[config.mk]
export PLATFORM = sky130hd
export DESIGN_NAME = fraction_mac_seq
export DESIGN_NICKNAME = d
export VERILOG_FILES = /design/src/rtl/fraction_mac_seq.sv
export SDC_FILE = /design/constraint.sdc
export NUM_CORES = 1
export LEC_CHECK = 0
export BUFFER_PORTS_ARGS = -buffer_cell sky130_fd_sc_hd__clkbuf_2
export CAP_MARGIN = 40
export CORE_ASPECT_RATIO = 1.1
export CORE_MARGIN = 2
export CORE_UTILIZATION = 42
export CTS_BUF_LIST = sky130_fd_sc_hd__clkbuf_4
export DETAILED_ROUTE_END_ITERATION = 16
export PLACE_DENSITY = 0.66
export SLEW_MARGIN = 10
export SYNTH_ARGS = -nofsm -noshare
export SYNTH_HDL_FRONTEND = slang
export SYNTH_SLANG_ARGS = --single-unit
[constraint.sdc]
create_clock -name CLK -period 2.45 [get_ports CLK]
set_input_delay 0.49 -clock CLK [delete_from_list [all_inputs] [get_ports CLK]]
set_output_delay 0.49 -clock CLK [all_outputs]
set_load 0.05 [all_outputs]
[src/rtl/fraction_mac_seq.sv]
// fraction_mac_seq: sequences 4-bit fraction operand pairs through an external
// fraction_multiplier4, accumulates the 7-bit products with saturation, and
// presents sum / term count / overflow when the term flagged last is folded in.
//
// Handshakes: a transfer happens on a rising CLK edge where valid and ready are
// both 1. A source holds valid and its data until that edge; valid does not
// depend on ready. Here In_Ready and Out_Valid are decoded from the state
// register only, so neither side sees a combinational path through this block.
module fraction_mac_seq #(
  parameter int ACC_W = 10,
  parameter int CNT_W = 4
) (
  input  logic             CLK,
  input  logic             Rst,
  input  logic             In_Valid,
  output logic             In_Ready,
  input  logic [3:0]       In_Mplier,
  input  logic [3:0]       In_Mcand,
  input  logic             In_Last,
  output logic             Mul_St,
  output logic [3:0]       Mul_Mplier,
  output logic [3:0]       Mul_Mcand,
  input  logic [6:0]       Mul_Product,
  input  logic             Mul_Done,
  output logic             Out_Valid,
  input  logic             Out_Ready,
  output logic [ACC_W-1:0] Out_Sum,
  output logic [CNT_W-1:0] Out_Count,
  output logic             Out_Ovf,
  output logic [2:0]       Dbg_State
);

  typedef enum logic [2:0] {
    S_IDLE  = 3'd0,
    S_START = 3'd1,
    S_WAIT  = 3'd2,
    S_ACCUM = 3'd3,
    S_OUT   = 3'd4
  } state_t;

  state_t state, state_next;

  logic [3:0]       mplier_q;
  logic [3:0]       mcand_q;
  logic             last_q;
  logic [6:0]       prod_q;
  logic [ACC_W-1:0] acc_q;
  logic [CNT_W-1:0] cnt_q;
  logic             ovf_q;
  logic [ACC_W-1:0] sum_o;
  logic [CNT_W-1:0] cnt_o;
  logic             ovf_o;

  // One extra bit of headroom so a signed overflow shows up as the top two
  // bits disagreeing.
  logic [ACC_W:0]   sum_wide;
  logic             add_ovf;
  logic [ACC_W-1:0] acc_next;
  logic [CNT_W-1:0] cnt_next;

  // Saturating add of the sign-extended product and saturating term count.
  always_comb begin
    sum_wide = {acc_q[ACC_W-1], acc_q} + {{(ACC_W-6){prod_q[6]}}, prod_q};
    add_ovf  = sum_wide[ACC_W] ^ sum_wide[ACC_W-1];
    acc_next = sum_wide[ACC_W-1:0];
    if (add_ovf) begin
      if (sum_wide[ACC_W]) acc_next = {1'b1, {(ACC_W-1){1'b0}}};
      else                 acc_next = {1'b0, {(ACC_W-1){1'b1}}};
    end
    cnt_next = (cnt_q == {CNT_W{1'b1}}) ? cnt_q : cnt_q + 1'b1;
  end

  // State register.
  always_ff @(posedge CLK or posedge Rst) begin
    if (Rst) state <= S_IDLE;
    else     state <= state_next;
  end

  // Next-state decode; Done is only looked at in WAIT, so a Done level that
  // lingers past its first cycle is ignored.
  always_comb begin
    state_next = state;
    case (state)
      S_IDLE:  if (In_Valid) state_next = S_START;
      S_START: state_next = S_WAIT;
      S_WAIT:  if (Mul_Done) state_next = S_ACCUM;
      S_ACCUM: state_next = last_q ? S_OUT : S_IDLE;
      S_OUT:   if (Out_Ready) state_next = S_IDLE;
      default: state_next = S_IDLE;
    endcase
  end

  // Operand capture, product capture, accumulation and result registers.
  always_ff @(posedge CLK or posedge Rst) begin
    if (Rst) begin
      mplier_q <= '0;
      mcand_q  <= '0;
      last_q   <= 1'b0;
      prod_q   <= '0;
      acc_q    <= '0;
      cnt_q    <= '0;
      ovf_q    <= 1'b0;
      sum_o    <= '0;
      cnt_o    <= '0;
      ovf_o    <= 1'b0;
    end else begin
      case (state)
        S_IDLE: begin
          if (In_Valid) begin
            mplier_q <= In_Mplier;
            mcand_q  <= In_Mcand;
            last_q   <= In_Last;
          end
        end
        S_WAIT: begin
          if (Mul_Done) prod_q <= Mul_Product;
        end
        S_ACCUM: begin
          acc_q <= acc_next;
          cnt_q <= cnt_next;
          ovf_q <= ovf_q | add_ovf;
          if (last_q) begin
            sum_o <= acc_next;
            cnt_o <= cnt_next;
            ovf_o <= ovf_q | add_ovf;
          end
        end
        S_OUT: begin
          if (Out_Ready) begin
            acc_q <= '0;
            cnt_q <= '0;
            ovf_q <= 1'b0;
          end
        end
        default: ;
      endcase
    end
  end

  // Moore outputs; operands go to the multiplier straight from the capture
  // registers so Mcand stays put for the whole multiply.
  always_comb begin
    In_Ready   = (state == S_IDLE) && !Rst;
    Mul_St     = (state == S_START);
    Out_Valid  = (state == S_OUT);
    Mul_Mplier = mplier_q;
    Mul_Mcand  = mcand_q;
    Out_Sum    = sum_o;
    Out_Count  = cnt_o;
    Out_Ovf    = ovf_o;
    Dbg_State  = state;
  end

endmodule

; Yosys cells after proc, flatten, opt, wreduce, memory -nomap -nowiden
; Cells that the tools add are included.
[classes]
bitwise_logic = 2
n_mux = 14
n_addsub = 2
n_eq_ne = 8
n_reduce_logical = 9
[op_table]
columns = op, count
row1 = 2-to-1 mux 10 bit, 3
row2 = case mux 10 bit (2 select lines), 1
row3 = case mux 3 bit (5 select lines), 1
row4 = 2-to-1 mux 3 bit, 4
row5 = adder 10 x 7 -> 11 bit, 1
row6 = 2-to-1 mux 4 bit, 2
row7 = case mux 4 bit (2 select lines), 1
row8 = AND reduction 2 bit, 4
row9 = "equality test 3 x 2 -> 1 bit, second input constant", 2
row10 = "adder 4 x 1 -> 4 bit, second input constant", 1
row11 = "equality test 4 bit, second input constant", 1
row12 = "inequality test 2 bit, second input constant", 2
row13 = "equality test 3 x 1 -> 1 bit, second input constant", 1
row14 = "equality test 3 bit, second input constant", 1
row15 = logical NOT 3 bit, 1
row16 = AND reduction 3 bit, 1
row17 = "inequality test 2 x 1 -> 1 bit, second input constant", 1
row18 = case mux 1 bit (2 select lines), 1
row19 = nonzero test 2 bit, 1
row20 = logical AND 1 bit, 1
row21 = logical NOT 1 bit, 1
row22 = 2-to-1 mux 1 bit, 1
row23 = OR 1 bit, 1
row24 = XOR 1 bit, 1
[totals]
out_inout_bits = 29
register_bits = 49

; Longest topological paths before layout
; Gate-level depths: netlist (run 1).
[depth]
depth_word = 4
depth_mapped = 9
ltp_nobuf = 9

; Least setup slack after synthesis (run 1)
; Ideal clock, no wire load.
[synth_timing]
path_kind = register -> register
startpoint = register state[2], in the netlist Dbg_State[2]
endpoint = register cnt_q[1]
t_required_ns = 2.328
path_slack_ns = -0.682
arrival_ns = 3.011
setup_ns = 0.122
period_less_slack_ns = 3.132
path_stages_with_launch = 6
cell_sequence = dfrtp_1 -> clkbuf_1 -> nor3b_1 -> a21oi_1 -> o21bai_1 -> a32o_1
[synth_between]
elab_chain_len = 3
word_cells_on_any_way = 6
[synth_rtl]
columns = element, line
row1 = from (decl), 41  ; state_t state, state_next;
row2 = from (signal assigned), 76  ; else state <= state_next;
row3 = equality test 3 bit *, -
row4 = via Out_Valid, 25  ; output logic Out_Valid,
row5 = inequality test 2 x 1 -> 1 bit (no source line) / nonzero test 2 bit (equally long branches), -
row6 = AND reduction 2 bit (no source line), -
row7 = to (signal assigned), 120  ; cnt_q <= cnt_next;
row8 = to (decl), 48  ; logic [CNT_W-1:0] cnt_q;
; The timed path passes the listed nets; every way through them passes the cells marked *.
; A chain may end at the register's enable or synchronous reset.

; Worst setup path in the final report (run 1)
[layout_timing]
startpoint = register prod_q[0]
endpoint = register ovf_q
[layout_between]
elab_chain_len = 4
[layout_rtl]
columns = element, line
row1 = from (decl), 46  ; logic [6:0] prod_q;
row2 = from (signal assigned), 116  ; if (Mul_Done) prod_q <= Mul_Product;
row3 = adder 10 x 7 -> 11 bit, 63  ; sum_wide = {acc_q[ACC_W-1], acc_q} + {{(ACC_W-6){prod_q[6]}}, prod_q};
row4 = XOR 1 bit, 64  ; add_ovf = sum_wide[ACC_W] ^ sum_wide[ACC_W-1];
row5 = OR 1 bit, 121  ; ovf_q <= ovf_q | add_ovf;
row6 = case mux 1 bit (2 select lines), 107  ; case (state)
row7 = to (signal assigned), 121
row8 = to (decl), 49  ; logic ovf_q;
; Every way passes these cells.

==> results.sh, run 1 <==
export IMPL_met2_usage_pct=29.7
export IMPL_antenna_found_initial=0
export IMPL_grt_first_pass_wirelength_um=9070
export IMPL_seq_area_frac_synth_pct=50.8
export IMPL_rsz0062_at_grt="yes"
export IMPL_viasPerCell=5.11
export IMPL_grt_use_total_pct=17.5
export IMPL_synthAdderAreaFrac_pct=6.53
export IMPL_place_inst=353
export IMPL_gp_congestion=0.934
export IMPL_die_x_um=76.3
export IMPL_setup_slack_ns=-0.0764
export IMPL_fill_cells=504
export IMPL_syn_avg_cell_area_um2=10.6
export IMPL_dp_hpwl_um=3740
export IMPL_fp_row_count=28
export IMPL_clkLatencyLatePin_ns=0.36
export IMPL_cap_violations=0
export IMPL_slowest_stage="dfrtp_1"
export IMPL_use_met3_pct=2.71
export IMPL_path_cells="ha_2 -> fa_2 -> a21o_1 -> a221oi_2 -> o21ai_2 -> o311ai_4 -> mux2i_4 -> nor2b_2 -> o21ai_1"
export IMPL_max_clock_freq_mhz=396
export IMPL_cts_max_level=2
export IMPL_fin_cells=372
export IMPL_yosysWarnings=0
export IMPL_synth_simple_area_share_pct=11.6
export IMPL_syn_instance_count=227
export IMPL_cts_hold_buffers_added=0
export IMPL_synth_top_area_share_pct=50.8
export IMPL_max_slew_margin_rel_pct=54.0
export IMPL_cts_buffers=5
export IMPL_slew_violations=0
export IMPL_cp_start_kind="flip-flop"
export IMPL_required_ns=2.70
export IMPL_fin_crit_ns=2.53
export IMPL_multi_input_area_um2=1240
export IMPL_synthTopCellsByArea="dfrtp_1 51%, mux2_2 7.9%, nand2_1 5.9%"
export IMPL_ys_ff_latch=49
export IMPL_grt_max_degree=36
export IMPL_clock_sinks=49
export IMPL_dieHeight_um=83.5
export IMPL_drtIter0Drc=163
export IMPL_nNetsFinal=329
export IMPL_violations="negative setup slack"
export IMPL_syn2layout_area_growth_pct=25.8
export IMPL_setup_viol=20
export IMPL_grt_pass1_vias=1909
export IMPL_cp_arrival_ns=2.77
export IMPL_synth_most_common_cell="dfrtp_1"
export IMPL_cts_tree="built"
export IMPL_hp_class="primary input to async pin"
export IMPL_endpoint_kind="flip-flop"
export IMPL_drt_first_pass_iters=5
export IMPL_synth_compound_area_share_pct=16.7
export IMPL_status="finished, violations left"
export IMPL_drtAntennaViolNets=0
export IMPL_synth_top_cell_by_area="dfrtp_1"
export IMPL_path_clk_slew_ns=0.14
export IMPL_worst_path_max_fanout=5
export IMPL_crit_type="flip-flop to flip-flop"
export IMPL_drive_above_1_share_pct=41.4
export IMPL_register_area_um2=1230
export IMPL_synth_nets=260
export IMPL_fin_crit_sh_pct=103
export IMPL_cts_max_path_buffers=2
export IMPL_io_pins=50
export IMPL_routed_wirelength_um=5290
export IMPL_worst_pin_slew_ns=0.686
export IMPL_synthFlopType="dfrtp_1"
export IMPL_slowest_delay_ns=0.41
export IMPL_synth_xor_area_share_pct=3.26
export IMPL_synth_cell_area_um2=2420
export IMPL_synthMuxAreaShare_pct=9.27
export IMPL_grt_ovfl_total=0
export IMPL_initial_core_util_pct=44.2
export IMPL_dieArea_um2=6380
export IMPL_synth_edf_count=0
export IMPL_cts_root_buffer="clkbuf_4"
export IMPL_async_reset_ff_share_pct=100
export IMPL_clock_skew_final_ns=0.0128
export IMPL_coreArea_um2=5470
export IMPL_via_count=1901
export IMPL_ys_top_cells_by_count="49 x dfrtp_1, 38 x nand2_1, 26 x o21ai_0"
export IMPL_antenna_cells=0
export IMPL_use_met1_pct=23.1
export IMPL_pre_cts_ws_ns=-0.163
export IMPL_grt_busiest_layer="met2"
export IMPL_hold_violations=0
export IMPL_io_buffers=49
export IMPL_route_detailed_drc=0
export IMPL_synth_top_family_by_area="compound AO/OA/AOI/OAI gates"
export IMPL_synth_cell_types=38
export IMPL_detail_route_wl_per_cell_um=14.2
==> final timing paths <==
check                             start            end  slack [ns]  cells after the start
max reg2reg                   prod_q[0]          ovf_q       -0.08                      9
min                                 Rst  Mul_Mplier[2]        0.08                      2
max                           prod_q[0]          ovf_q       -0.08                      9
min in group CLK              Out_Ready   Dbg_State[2]        0.33                      2
min reg2reg                Out_Count[3]   Out_Count[3]        0.50                      2
max in group asynchronous           Rst      prod_q[3]        1.89                      3
==> repair_timing <==
item / 4_1_cts / 5_1_grt
pin swaps: 8 / 7
cloned: 1 / 0
setup endpoints to repair: 20 / 22
setup buffers: 7 / 3
gates resized for setup: 19 / 11
==> per-layer routing <==
layer | up-vias | part of all wire (%) | routed length [µm]
li1 | 943 | - | -
met1 | 907 | 46 | 2430
met2 | 47 | 50 | 2640
met3 | 4 | 3.7 | 197
met4 | 0 | 0.47 | 25
met5 | - | 0 | 0
==> worst max-delay path: cells and delay by family (launching register included) <==
family | cells | cell delay, ns
multiplexers | 1 | 0.18
flip-flops | 1 | 0.41
adder cells (fa/ha/maj) | 2 | 0.55
AO/OA/AOI/OAI | 5 | 1.09
AND/OR/NAND/NOR | 1 | 0.19
==> flip-flops by register name, indices dropped and copies added, names as in the netlist <==
signal / flops
Out_Ovf: 1
Dbg_State: 3
acc_q: 10
cnt_q: 4
prod_q: 7
ovf_q: 1
last_q: 1
Mul_Mcand: 4
Out_Sum: 10
Out_Count: 4
Mul_Mplier: 4
==> cells in the final DEF (no fill, tap or decap), types with 3 or more instances in the layout <==
cell,n
dfrtp_1,49
xor2_1,3
inv_1,3
clkbuf_4,7
a21oi_1,10
o21ai_1,20
a21oi_2,9
mux2_2,17
buf_4,19
xnor2_1,6
ha_1,10
nor2_1,6
o21ai_0,11
clkbuf_2,49
nand2_1,38
==> per-stage QoR <==
step | utilization (%) | TNS (ns) | cell area, µm² | hold WS [ns]
2_1_floorplan | - | -0.648 | 2430 | 0.454
3_3_place_gp | 51.8 | -0.591 | 2830 | 0.466
3_5_place_dp | 51.8 | -2.13 | 2830 | 0.472
4_1_cts | 55.0 | -1.50 | 3010 | 0.0692
5_1_grt | 55.6 | -3.22 | 3040 | 0.0753
6_report | 55.6 | -1.01 | 3040 | 0.0779
==> kinds of logic after synthesis <==
| logic type | Yosys count |
|---|---|
| flip-flops | 49 |
| multiplexers | 19 |
| XOR/XNOR | 9 |
| buffers and inverters | 12 |
| adder cells (fa/ha/maj) | 12 |
| AO/OA/AOI/OAI | 65 |
| AND/OR/NAND/NOR | 61 |
==> layout make-up <==
class,count,area share [%]
Tap cell,75,3.09
Clock buffer,7,1.73
Multi-Input combinational cell,167,40.7
Inverter,4,0.494
Timing Repair Buffer,69,13.4
Clock inverter,1,0.247
Sequential cell,49,40.3
Power of run 1 is not shown: default switching activity piles up to over one toggle a cycle in this logic, so the estimate is an artifact.
==> inputs of run 2 (changes only) <==
--- a/config.mk
+++ b/config.mk
@@ -9,10 +9,10 @@
 export CAP_MARGIN = 40
 export CORE_ASPECT_RATIO = 1.1
 export CORE_MARGIN = 2
-export CORE_UTILIZATION = 42
+export CORE_UTILIZATION = 51
 export CTS_BUF_LIST = sky130_fd_sc_hd__clkbuf_4
 export DETAILED_ROUTE_END_ITERATION = 16
-export PLACE_DENSITY = 0.66
+export PLACE_DENSITY = 0.78
 export SLEW_MARGIN = 10
 export SYNTH_ARGS = -nofsm -noshare
 export SYNTH_HDL_FRONTEND = slang
==> constraint.sdc (replaced) <==
create_clock -name CLK -period 2.45 [get_ports CLK]
set_input_delay 0 -clock CLK [delete_from_list [all_inputs] [get_ports CLK]]
set_output_delay 0 -clock CLK [all_outputs]
set_load 0.05 [all_outputs]
==> run 2 against run 1 <==
Against the previous run: critical path type unchanged; cell area is 4.4% higher; first-iteration DRC count is 44% lower; utilization is 13 points higher; count of clock-buffer cells in the layout is 2 lower; global-route usage is 4.4 points higher; sequential share of layout area is 1.7 points lower; via count is 4.9% higher; the run still ends with negative setup slack left; fmax is 0.62% lower; critical path depth stayed put; setup slack worse by 0.016 ns; largest cell class unchanged.
==> results.sh, run 2 (synthesis gave the netlist of run 1 again) <==
export IMPL_required_ns=2.71
export IMPL_detail_route_wl_per_cell_um=14.8
export IMPL_route_detailed_drc=0
export IMPL_initial_core_util_pct=52.3
export IMPL_cp_start_kind="flip-flop"
export IMPL_max_clock_freq_mhz=393
export IMPL_path_cells="ha_2 -> fa_2 -> a21o_1 -> a221oi_2 -> o21ai_2 -> o311ai_4 -> mux2i_4 -> a21oi_2 -> o21ai_1"
export IMPL_fin_crit_ns=2.54
export IMPL_clkLatencyLatePin_ns=0.37
export IMPL_cts_root_buffer="clkbuf_4"
export IMPL_crit_type="flip-flop to flip-flop"
export IMPL_nNetsFinal=343
export IMPL_slowest_stage="dfrtp_1"
export IMPL_whs_ns=0.176
export IMPL_coreArea_um2=4620
export IMPL_max_slew_margin_rel_pct=52.0
export IMPL_worst_path_max_fanout=5
export IMPL_dieHeight_um=76.2
export IMPL_hp_class="primary input to async pin"
export IMPL_drtIter0Drc=92
export IMPL_cts_buffers=5
export IMPL_grt_max_degree=31
export IMPL_cap_violations=0
export IMPL_cts_max_path_buffers=2
export IMPL_io_buffers=49
export IMPL_syn2layout_area_growth_pct=31.4
export IMPL_cts_tree="built"
export IMPL_grt_first_pass_wirelength_um=9330
export IMPL_violations="negative setup slack"
export IMPL_most_common_layout_cells="49 x dfrtp_1, 49 x clkbuf_2, 38 x nand2_1"
export IMPL_gp_congestion=0.889
export IMPL_setup_viol=20
export IMPL_status="finished, violations left"
export IMPL_drive_above_1_share_pct=37.0
export IMPL_fp_row_count=26
export IMPL_cts_max_level=2
export IMPL_die_x_um=69.6
export IMPL_antenna_found_initial=0
export IMPL_grt_ovfl_total=0
export IMPL_dieArea_um2=5300
export IMPL_clock_skew_final_ns=0.0145
export IMPL_viasPerCell=5.44
export IMPL_path_clk_slew_ns=0.15
export IMPL_via_count=1995
export IMPL_io_pins=50
export IMPL_endpoint_kind="flip-flop"
export IMPL_antenna_cells=0
export IMPL_grt_pass1_vias=1981
export IMPL_reg2regPathDepth=9
export IMPL_clock_sinks=49
export IMPL_drtAntennaViolNets=0
export IMPL_grt_use_total_pct=21.9
export IMPL_fill_cells=355
export IMPL_rsz0062_at_grt="yes"
export IMPL_worst_pin_slew_ns=0.717
export IMPL_drt_first_pass_iters=5
export IMPL_cp_arrival_ns=2.80
export IMPL_routed_wirelength_um=5440
export IMPL_setup_slack_ns=-0.0921
export IMPL_slew_violations=0
export IMPL_hold_violations=0
export IMPL_fin_crit_sh_pct=104
export IMPL_slowest_delay_ns=0.41
export IMPL_dp_hpwl_um=3560
## run 2: changes by cell type in the layout (fill, tap and decap cells not counted), moves of 2 or more
| cell | previous run | this run |
|---|---|---|
| nor3b_2 | 2 | 0 |
| clkinv_2 | 0 | 2 |
| buf_4 | 19 | 12 |
| o21ai_0 | 11 | 17 |
| clkbuf_4 | 7 | 5 |
| dlygate4sd3_1 | 0 | 20 |
| o21ai_1 | 20 | 14 |
## run 2: cell type report
type                       count  area, µm²  share of cell area, %
timing repair buffer          83        576                   18.1
inverter                       4       15.0                  0.473
sequential                    49       1230                   38.6
clock inverter                 3       17.5                  0.552
tap                           56       70.1                   2.21
multi-input combinational    167       1230                   38.8
clock buffer                   5       37.5                   1.18
## run 2: per-layer routing
metal  share of wire, %  GRT usage, %
met1                 43          27.5
met2                 51          38.8
met3                4.6          4.37
met4                1.5          5.38
met5                  0             0
## run 2: path summary, 6_finish.rpt
check,startpoint,endpoint,slack [ns]
worst max-delay path,prod_q[0],acc_q[8],-0.09
worst min-delay path,Rst,Mul_Mplier[1],0.18
worst max register to register,prod_q[0],acc_q[8],-0.09
worst min register to register,Out_Sum[5],Out_Sum[5],0.49
max in group asynchronous,Rst,prod_q[6],1.76
min in group CLK,In_Valid,Mul_Mplier[3],0.19
## run 2: repair_timing
action / 4_1_cts / 5_1_grt
hold buffers: 20 / 0
setup buffers: 4 / 2
pin swaps: 2 / 6
gates resized for setup: 22 / 2
hold endpoints to repair: 54 / 0
setup endpoints to repair: 20 / 22
gates cloned: 1 / 0
## run 2: through the flow
step	cells	worst slack [ns]	util [%]	instance area [µm²]	TNS, ns
2_1_floorplan	227	0.0720	-	2430	0
3_3_place_gp	331	-0.0799	59.9	2770	-0.366
3_5_place_dp	332	-0.170	60.3	2790	-1.88
4_1_cts	365	-0.0757	68.1	3150	-0.692
5_1_grt	367	-0.213	68.7	3180	-3.25
6_report	367	-0.0921	68.7	3180	-0.773
## run 2: critical path, delay by kind of cell, from the launching register on
kind / cells / cell delay (ns)
AO/OA/AOI/OAI: 6 / 1.31
adder cells (fa/ha/maj): 2 / 0.55
flip-flops: 1 / 0.41
multiplexers: 1 / 0.17
Power of run 2 is left out for the same reason.
